File: config.mk
export PLATFORM = sky130hd
export DESIGN_NAME = freq_comp_seq_flat
export DESIGN_NICKNAME = d
export VERILOG_FILES = /design/src/rtl/freq_comp_seq_if.sv /design/src/rtl/freq_comp_seq.sv /design/src/flat_wrapper.sv
export SDC_FILE = /design/constraint.sdc
export NUM_CORES = 1
export LEC_CHECK = 0
export CELL_PAD_IN_SITES_DETAIL_PLACEMENT = 1
export CELL_PAD_IN_SITES_GLOBAL_PLACEMENT = 1
export CORE_ASPECT_RATIO = 0.75
export CORE_MARGIN = 5
export CORE_UTILIZATION = 36
export CTS_BUF_LIST = sky130_fd_sc_hd__clkbuf_4 sky130_fd_sc_hd__clkbuf_8 sky130_fd_sc_hd__clkbuf_16
export DETAILED_ROUTE_END_ITERATION = 10
export HOLD_SLACK_MARGIN = 0.15
export PLACE_DENSITY_LB_ADDON = 0.2
export SKIP_LAST_GASP = 1
export SLEW_MARGIN = 10
export SYNTH_ARGS = -nofsm -noshare
export SYNTH_HDL_FRONTEND = slang
export SYNTH_SLANG_ARGS = --single-unit
File: constraint.sdc
create_clock -name clk -period 5.9 [get_ports clk]
set_input_delay 1.77 -clock clk [delete_from_list [all_inputs] [get_ports clk]]
set_output_delay 1.77 -clock clk [all_outputs]
set_load 0.01 [all_outputs]
File: src/rtl/freq_comp_seq_if.sv
// rtl/freq_comp_seq_if.sv - compensation-factor stream between sequencer and multiplier
//
// Purpose: carries one compensation factor per beat with valid/ready backpressure.
// Signals:
//   comp_valid  comp_data holds a factor           (master -> slave)
//   comp_ready  slave accepts the factor           (slave  -> master)
//   comp_data   compensation factor, DW bits       (master -> slave)
//   comp_idx    factor index within the block      (master -> slave)
//   comp_last   final factor of the block          (master -> slave)
interface freq_comp_seq_if #(
    parameter int DW = 26,
    parameter int LW = 11
);
    logic          comp_valid;
    logic          comp_ready;
    logic [DW-1:0] comp_data;
    logic [LW-1:0] comp_idx;
    logic          comp_last;

    modport master (
        output comp_valid,
        output comp_data,
        output comp_idx,
        output comp_last,
        input  comp_ready
    );

    modport slave (
        input  comp_valid,
        input  comp_data,
        input  comp_idx,
        input  comp_last,
        output comp_ready
    );
endinterface

File: src/rtl/freq_comp_seq.sv
// rtl/freq_comp_seq.sv - streams compensation factors from the ROM for one DFT block
//
// Purpose: walks the compensation ROM from base_addr for blk_len entries, registers
// each factor and presents it on a valid/ready stream; rejects out-of-range blocks.
// Ports:
//   clk, rst          clock, synchronous active-high reset
//   start, abort      begin a block (IDLE only) / return to IDLE
//   base_addr,blk_len block configuration, sampled with start
//   rom_addr,rom_data combinational ROM read port
//   comp              factor stream (master side)
//   busy              block in progress
//   done              one-cycle pulse after the last factor is accepted
//   cfg_err           one-cycle pulse when a start is rejected
module freq_comp_seq #(
    parameter int AW        = 14,
    parameter int DW        = 26,
    parameter int LW        = 11,
    parameter int ROM_DEPTH = 9000
) (
    input  logic                  clk,
    input  logic                  rst,
    input  logic                  start,
    input  logic                  abort,
    input  logic [AW-1:0]         base_addr,
    input  logic [LW-1:0]         blk_len,
    output logic [AW-1:0]         rom_addr,
    input  logic [DW-1:0]         rom_data,
    freq_comp_seq_if.master       comp,
    output logic                  busy,
    output logic                  done,
    output logic                  cfg_err
);

    typedef enum logic [1:0] {
        IDLE,
        RUN,
        FLUSH
    } state_t;

    localparam logic [AW:0] DEPTH_LIM = (AW+1)'(ROM_DEPTH);

    state_t        state;
    logic [LW-1:0] remaining;
    logic [LW-1:0] idx;
    logic [AW:0]   cfg_end;
    logic          cfg_bad;
    logic          load;

    // One extra bit so base+len can never wrap back into range.
    assign cfg_end = {1'b0, base_addr} + (AW+1)'(blk_len);
    assign cfg_bad = (blk_len == '0) || (cfg_end > DEPTH_LIM);

    // The output register refills whenever it is empty or being drained this cycle.
    assign load = (state == RUN) && (!comp.comp_valid || comp.comp_ready);

    // rom_addr and remaining double as the latched block configuration.
    always_ff @(posedge clk) begin
        if (rst) begin
            state           <= IDLE;
            rom_addr        <= '0;
            remaining       <= '0;
            idx             <= '0;
            comp.comp_valid <= 1'b0;
            comp.comp_data  <= '0;
            comp.comp_idx   <= '0;
            comp.comp_last  <= 1'b0;
            busy            <= 1'b0;
            done            <= 1'b0;
            cfg_err         <= 1'b0;
        end else begin
            done    <= 1'b0;
            cfg_err <= 1'b0;
            if (abort) begin
                state           <= IDLE;
                comp.comp_valid <= 1'b0;
                comp.comp_last  <= 1'b0;
                busy            <= 1'b0;
            end else begin
                case (state)
                    IDLE: begin
                        if (start) begin
                            if (cfg_bad) begin
                                cfg_err <= 1'b1;
                            end else begin
                                rom_addr  <= base_addr;
                                remaining <= blk_len;
                                idx       <= '0;
                                busy      <= 1'b1;
                                state     <= RUN;
                            end
                        end
                    end
                    RUN: begin
                        if (load) begin
                            comp.comp_data  <= rom_data;
                            comp.comp_idx   <= idx;
                            comp.comp_last  <= (remaining == LW'(1));
                            comp.comp_valid <= 1'b1;
                            idx             <= idx + LW'(1);
                            // Last fetch: keep rom_addr on the final table entry.
                            if (remaining == LW'(1)) begin
                                state <= FLUSH;
                            end else begin
                                rom_addr  <= rom_addr + AW'(1);
                                remaining <= remaining - LW'(1);
                            end
                        end
                    end
                    FLUSH: begin
                        if (comp.comp_valid && comp.comp_ready && comp.comp_last) begin
                            comp.comp_valid <= 1'b0;
                            comp.comp_last  <= 1'b0;
                            busy            <= 1'b0;
                            done            <= 1'b1;
                            state           <= IDLE;
                        end
                    end
                    default: state <= IDLE;
                endcase
            end
        end
    end

endmodule
File: src/flat_wrapper.sv
// flat-port wrapper written by rule: the top's interface ports become plain ports
module freq_comp_seq_flat 
#(
    parameter int AW        = 14,
    parameter int DW        = 26,
    parameter int LW        = 11,
    parameter int ROM_DEPTH = 9000
)
  (clk, rst, start, abort, base_addr, blk_len, rom_addr, rom_data, busy, done, cfg_err, comp_comp_valid, comp_comp_data, comp_comp_idx, comp_comp_last, comp_comp_ready);
  freq_comp_seq_if #(.DW(DW), .LW(LW)) comp_i ();
  input  logic clk;
  input  logic rst;
  input  logic start;
  input  logic abort;
  input  logic [AW-1:0] base_addr;
  input  logic [LW-1:0] blk_len;
  output logic [AW-1:0] rom_addr;
  input  logic [DW-1:0] rom_data;
  output logic busy;
  output logic done;
  output logic cfg_err;
  output wire logic [$bits(comp_i.comp_valid)-1:0] comp_comp_valid;
  output wire logic [$bits(comp_i.comp_data)-1:0] comp_comp_data;
  output wire logic [$bits(comp_i.comp_idx)-1:0] comp_comp_idx;
  output wire logic [$bits(comp_i.comp_last)-1:0] comp_comp_last;
  input wire logic [$bits(comp_i.comp_ready)-1:0] comp_comp_ready;
  assign comp_comp_valid = comp_i.comp_valid;
  assign comp_comp_data = comp_i.comp_data;
  assign comp_comp_idx = comp_i.comp_idx;
  assign comp_comp_last = comp_i.comp_last;
  assign comp_i.comp_ready = comp_comp_ready;
  freq_comp_seq #(.AW(AW), .DW(DW), .LW(LW), .ROM_DEPTH(ROM_DEPTH)) u_core (.clk(clk), .rst(rst), .start(start), .abort(abort), .base_addr(base_addr), .blk_len(blk_len), .rom_addr(rom_addr), .rom_data(rom_data), .comp(comp_i), .busy(busy), .done(done), .cfg_err(cfg_err));
endmodule
== Word-level counts from Yosys, hierarchy flattened ==
Index checks and enable logic that the tools add are counted.
Word-level totals
  register bits after elaboration: 80
  output and inout port bits: 56
  logic and storage cells: 79
  input bits: 56
Cells by class
  eq/ne operators: 9
  $add $sub $neg: 4
  muxes and demuxes: 30
  reductions and logical operators: 20
  $lt $le $gt $ge: 1
  bitwise logic cells: 4
Operators by type and width (count)
  11-bit two-way mux: 7
  14-bit two-way mux: 4
  11-bit case mux with 2 select lines: 2
  14-bit case mux with 2 select lines: 1
  14-bit by 11-bit adder with 15-bit output: 1
  15-bit by 14-bit > comparator with 1-bit output, second input constant: 1
  14-bit by 1-bit adder with 14-bit output, second input constant: 1
  11-bit by 1-bit adder with 11-bit output, second input constant: 1
  11-bit by 1-bit equality test with 1-bit output, second input constant: 1
  11-bit zero test: 1
  11-bit by 1-bit subtractor with 11-bit output, second input constant: 1
  2-bit two-way mux: 5
  5-bit AND reduction: 2
  2-bit inequality test, second input constant: 4
  1-bit two-way mux: 7
  1-bit case mux with 2 select lines: 3
  2-bit case mux with 3 select lines: 1
  3-bit AND reduction: 2
  6-bit AND reduction: 1
  2-bit nonzero test: 3
  2-bit by 1-bit inequality test with 1-bit output, second input constant: 2
  1-bit NOT: 4
  4-bit AND reduction: 1
  4-bit OR reduction: 1
  8 further kinds: 11

== Logic depth before layout (Yosys ltp) ==
Gate-level depths: netlist (run 1).
  word-level depth: 6
  mapped depth: 14
  mapped depth without buffers: 11

== Worst setup path before layout (run 1) ==
OpenSTA, ideal clock, no wires.
  path type: input -> register
  from: input port base_addr[0]
  to: register u_core.rom_addr[2]
  slack: 1129 ps
  cell stages on the path: 13
  library setup time: 74 ps
  buffers on the path: 2
  data required time: 5826 ps
  data arrival time: 4696 ps
  cell sequence: ha_1 fa_1 a211oi_2 nor3_1 nor2_1 mux2i_1 o211ai_1 a2111o_1 buf_6 a21bo_1 buf_6 or4_1 a31oi_1
Between the ends
  longest elaborated chain between the ends: 5
RTL lines
  start: declaration: RTL line flat_wrapper.sv:15  | input logic [AW-1:0] base_addr;
  14-bit by 11-bit adder with 15-bit output: RTL line freq_comp_seq.sv:50  | assign cfg_end = {1'b0, base_addr} + (AW+1)'(blk_len);
  15-bit by 14-bit > comparator with 1-bit output: RTL line freq_comp_seq.sv:51  | assign cfg_bad = (blk_len == '0) || (cfg_end > DEPTH_LIM);
  1-bit logical OR: RTL line freq_comp_seq.sv:51
  2-bit inequality test (no line)
  6-bit AND reduction (no line)
  end signal: assignment: RTL line freq_comp_seq.sv:85  | rom_addr <= base_addr;
  end signal: assignment: RTL line freq_comp_seq.sv:104  | rom_addr <= rom_addr + AW'(1);
  end: declaration: RTL line freq_comp_seq.sv:26  | output logic [AW-1:0] rom_addr,
No other way between the ends.
A chain may end at the register's enable or synchronous reset.

== Final worst setup path (run 1) ==
  from: input port blk_len[0]
  to: register u_core.rom_addr[2]
Between the ends
  longest elaborated chain between the ends: 5
  elaborated cells between the ends (all ways): 6
  classes of those cells: add/sub (1); order compare (1); eq/ne (1); reduce/logical (3)
RTL lines
  start: declaration: RTL line flat_wrapper.sv:16  | input logic [LW-1:0] blk_len;
  14-bit by 11-bit adder with 15-bit output: RTL line freq_comp_seq.sv:50
  15-bit by 14-bit > comparator with 1-bit output: RTL line freq_comp_seq.sv:51
  1-bit logical OR (*): RTL line freq_comp_seq.sv:51
  2-bit inequality test (no line) (*)
  6-bit AND reduction (no line) (*)
Mark *: on every way between the ends. The rest lies on a longest branch, timed or not.

==> results of run 1 <==
## area by class of cell
type                    instances  area, um2  area share (%)
clock inverters                 4       52.6           0.858
repair buffers                124       1200            19.6
flip-flops and latches         80       1600            26.1
well taps                     166        208            3.39
inverters                      15       56.3           0.919
clock buffers                  12        254            4.15
multi-input cells             470       2750            44.9
## worst register-to-register path, cell delays in order (launching register included)
cell      delay [ps]
dfxtp_1          330
inv_1            110
ha_1             160
buf_4            350
nand2_1          170
nand2b_1         490
nor2_1           150
a21bo_1          720
nor2_1           110
buf_4            240
o311ai_0         300
## power by group through the flow
stage | sequential [mW] | combinational (mW) | clock, mW
2_1_floorplan | 0.592 | 0.166 | 0
3_3_place_gp | 0.591 | 0.289 | 0
3_5_place_dp | 0.593 | 0.300 | 0
4_1_cts | 0.581 | 0.304 | 0.593
5_1_grt | 0.585 | 0.334 | 0.612
6_report | 0.581 | 0.305 | 0.581
## through the flow
step	utilization (%)	cell area, um2
floorplan	-	4560
global placement	47.1	5820
detailed placement	47.1	5820
CTS	49.6	6130
global route	49.6	6130
finish	49.6	6130
## state kept, by name (all words and copies together), names as in the netlist
signal,flops
u_core.busy,1
u_core.cfg_err,1
u_core.comp.comp_data,26
u_core.comp.comp_idx,11
u_core.comp.comp_last,1
u_core.comp.comp_valid,1
u_core.done,1
u_core.idx,11
u_core.remaining,11
u_core.rom_addr,14
u_core.state,2
## final timing paths
kind                                                  end  cells past startpoint                       from  slack (ps)
worst max-delay path                   u_core.rom_addr[2]                     12                 blk_len[0]         530
worst min-delay path            u_core.comp.comp_data[10]                      2  u_core.comp.comp_data[10]         460
worst max register to register        u_core.remaining[8]                     10            u_core.state[1]        2650
worst min register to register  u_core.comp.comp_data[10]                      2  u_core.comp.comp_data[10]         460
## Yosys cell counts, types with 7 or more instances
cell and number:
o21ai_0 27, nand4_1 16, nand2_1 115, and3_1 9, a31oi_1 26, nor2_1 22, clkbuf_1 33, a21oi_1 60
nand3_1 37, inv_1 14, or4_1 8, ha_1 18, o211ai_1 7, nor4_1 12, nor3_1 20, dfxtp_1 80
## kinds of logic (layout without fill, tap and decap cells)
kind of cell | count (synthesis) | after routing | share of synthesized area [%]
flops | 80 | 80 | 35.1
buf+inv | 53 | 155 | 4.77
simple gates | 266 | 266 | 28.0
compound gates | 173 | 173 | 24.3
fa+ha+maj | 19 | 19 | 5.37
mux | 4 | 4 | 0.877
xor+xnor | 8 | 8 | 1.54
## layer usage
layer	share of wire (%)	up-vias
met5	0	-
met4	1.4	0
met3	4.5	23
met2	47	116
met1	47	2475
li1	-	2424
==> impl_metrics.ini, run 1 <==
[final_layout]
nets = 775
layout-drive-gt1-share_pct = 5.11
mostFrequentLayoutCell = nand2_1
num_antenna_cells = 0
final_cell_mix = 115 x nand2_1, 110 x clkdlybuf4s50_1, 80 x dfxtp_1, 60 x a21oi_1, 37 x nand3_1
final_cells = 871
syn_to_final_growth_pct = 34.2
fill_cells = 1505

[critical_path]
start_kind = input pin
cp_slowest_stage_delay_ps = 610
critPathKind = input pin to flip-flop
crit_arrival_ps = 5630
crit_fanout = 27
cp.buffers_inverters = 1
required_ps = 6160
crit_path_end_kind = flip-flop
cp_cell_sequence = clkdlybuf4s50_1 > ha_1 > fa_1 > a211oi_2 > nor3_1 > nor2_1 > mux2i_1 > o211ai_1 > a2111o_1 > a21bo_1 > or4_1 > a31oi_1
path_delay_family = compound AO/OA/AOI/OAI gates
cp_slowest_cell = or4_1

[timing]
slew_headroom_pct = 33.7
fin_crit_sh_pct = 91.0
holdWs_ps = 455
rsz0062_at_grt = no
tightest_slew_ps = 990
setup_slack_ps = 531
setup_violations = 0
hold_violations = 0
totalNegativeSetupSlack_ps = 0
finalClockSkew_ps = 6.74
post-route-min-period_ps = 5370
drv_slew = 0
fmax_mhz = 186

[yosys]
synth_top_area_share_pct = 35.1
synth_cells = 603
yosysWarnings = 0
syn_area_um2 = 4560
synth_seq_area_share_pct = 35.1
synth_flop_cell = dfxtp_1
synth_enable_flop_cells = 0
synth_nets = 678
postSynth.asyncResetShare_pct = 0
synthTopCellsByArea = dfxtp_1 35%, nand2_1 9.5%, a21oi_1 6.6%
yosysUniqueCellTypes = 57
yosys.area.top_type = dfxtp_1
ys_ff_latch = 80
avgSynthCellArea_um2 = 7.57

[global_route]
grt_use_met2_pct = 37.4
grt_overflow_total = 0
met3_usage_pct = 4.48
grt_util_all_layers_pct = 22.1
grt_antenna_before_repair = 0
gr-max-usage-layer = met2
grt_max_degree = 49
met1_usage_pct = 29.1
grt_pass1_wl_um = 27300
grt_pass1_vias = 5240

[placement]
dp.cells = 855
io_buffers = 111
post-place-ws_ps = 244
gp_congestion = 0.902
dp_hpwl_um = 12200

[floorplan]
die_h_um = 108
core_um2 = 12300
io_pins = 112
std_cell_rows = 35
die_w_um = 140
dieArea_um2 = 15100
start_util_pct = 37.0

[clock_tree]
insertion_delay_ps = 340
cts_setup_buffers = 0
cts.sink_count = 80
cts_tree = done
cts_buffers = 9
h-tree-depth = 3
cts_buffer_depth = 2
hold_buffers = 0
cts_resized = 0
root_buffer = clkbuf_16
clk_pin_slew_worst_paths_ps = 60

[power]
power_density_nw_per_um2 = 240
switching_power_uw = 428
p_int_mw = 1.04
clkPwrFrac_pct = 39.6
power_mw = 1.47
p_leak_nw = 2.11
combPwrFrac_pct = 20.8
p_seq_share_pct = 39.6
switching_share_pct = 29.2
ir_drop_v = 0.000145

[drt]
via_per_inst = 5.78
dr.first_iter.drc_count = 295
drcViolationCount = 0
drtAntennaViolNets = 0
vias = 5038
routed_wirelength_um = 16800
first_pass_iters = 4
wl_per_cell_um = 19.3

[worst_hold_path]
hp-class = flip-flop to flip-flop

[run]
max-cap-violations = 0

[outcome]
run_status = finished clean
No activity file was read; power rests on OpenSTA's default activity.
==> run 2: changes to the inputs <==
RECOVER_POWER = 25   (was default)
SKIP_LAST_GASP = default   (was 1)
==> run 2 against run 1 <==
Against the previous run: sequential share of layout area is the same; sequential power about the same; core utilization did not move; total power shrank 0.17%; hold slack worse by 2.9 ps; via count rose by 0.56%; combinational power is essentially flat; clock skew grew 1.4 ps; cell area stayed put.
==> impl_metrics.ini, run 2 (synthesis results as in run 1) <==
[final_layout]
mostFrequentLayoutCell = nand2_1
syn_to_final_growth_pct = 34.2
multi_input_area_um2 = 2750
final_cell_mix = 115 x nand2_1, 80 x dfxtp_1, 78 x clkdlybuf4s50_1, 60 x a21oi_1, 37 x nand3_1
num_antenna_cells = 0
largest_reg_flops = 26
fill_cells = 1505
final_cells = 871
nets = 775
regArea_um2 = 1600
top_regs = u_core.comp.comp_data: 26 flops, u_core.rom_addr: 14 flops
regMostFlops = u_core.comp.comp_data
layout-drive-gt1-share_pct = 5.11

[critical_path]
required_ps = 6160
crit_arrival_ps = 5640
cp_slowest_stage_delay_ps = 610
critPathKind = input pin to flip-flop
cp_cell_sequence = clkdlybuf4s50_1 > ha_1 > fa_1 > a211oi_2 > nor3_1 > nor2_1 > mux2i_1 > o211ai_1 > a2111o_1 > a21bo_1 > or4_1 > a31oi_1
crit_path_end_kind = flip-flop
cp_slowest_cell = or4_1
start_kind = input pin
crit_fanout = 27

[timing]
hold_violations = 0
setup_violations = 0
fin_crit_sh_pct = 91.1
drv_slew = 0
post-route-min-period_ps = 5380
slew_headroom_pct = 33.4
rsz0062_at_grt = no
fmax_mhz = 186
finalClockSkew_ps = 8.16
totalNegativeSetupSlack_ps = 0
tightest_slew_ps = 996

[power]
p_leak_nw = 2.22
ir_drop_v = 0.000144
power_density_nw_per_um2 = 239

[global_route]
grt_util_all_layers_pct = 22.1
grt_antenna_before_repair = 0
grt_pass1_wl_um = 27300
grt_overflow_total = 0
grt_pass1_vias = 5240
grt_max_degree = 49

[floorplan]
core_um2 = 12300
die_w_um = 140
die_h_um = 108
start_util_pct = 37.0
std_cell_rows = 35
dieArea_um2 = 15100
io_pins = 112

[clock_tree]
h-tree-depth = 3
insertion_delay_ps = 340
hold_buffers = 0
cts_setup_buffers = 0
cts_buffers = 9
cts_resized = 0
cts.sink_count = 80
root_buffer = clkbuf_16
cts_tree = done
cts_buffer_depth = 2
clk_pin_slew_worst_paths_ps = 70

[drt]
routed_wirelength_um = 16700
drcViolationCount = 0
drtAntennaViolNets = 0
via_per_inst = 5.82
first_pass_iters = 5
wl_per_cell_um = 19.2
vias = 5066
dr.first_iter.drc_count = 302

[placement]
gp_congestion = 0.902
io_buffers = 111
dp.cells = 855
dp_hpwl_um = 12200

[worst_hold_path]
hp-class = flip-flop to flip-flop

[outcome]
run_status = finished clean

[run]
max-cap-violations = 0
## run 2: worst paths after layout
kind,slack (ps),from,depth (start not counted),endpoint
setup reg to reg,2690,u_core.state[1],10,u_core.rom_addr[11]
hold / removal,450,u_core.comp.comp_data[10],2,u_core.comp.comp_data[10]
hold reg to reg,450,u_core.comp.comp_data[10],2,u_core.comp.comp_data[10]
setup / recovery,520,blk_len[0],12,u_core.rom_addr[2]
## run 2: routing by layer
layer	wire, um	share of wire (%)	global-route usage, %
met5	0	0	0
met4	227	1.4	5.53
met3	699	4.2	4.48
met2	7910	47	37.4
met1	7900	47	29.1
## run 2: per-stage QoR
stage	setup slack, ps	util (%)	hold WS (ps)	cell area [um2]	total power [mW]
floorplan	1130	-	436	4560	0.759
global placement	354	47.1	442	5820	0.880
detailed placement	244	47.1	449	5820	0.893
CTS	566	49.6	458	6130	1.48
global route	314	49.6	478	6130	1.53
finish	524	49.6	452	6130	1.47
## run 2: power breakdown
group | switching, mW | internal [mW] | total, mW
registers | 0.0218 | 0.559 | 0.581
clock network | 0.230 | 0.351 | 0.581
logic | 0.175 | 0.128 | 0.304
## run 2: critical path: cells and delay by family
family | cells | cell delay, ps
compound gates | 5 | 1530
simple gates | 3 | 990
fa+ha+maj | 2 | 650
buf+inv | 1 | 450
mux | 1 | 220
## run 2: final cells by class
class | count | share of cell area, %
tap | 166 | 3.39
sequential | 80 | 26.1
clock inverter | 4 | 0.858
multi-input combinational | 470 | 44.9
timing repair buffer | 124 | 19.6
clock buffer | 12 | 4.15
inverter | 15 | 0.919
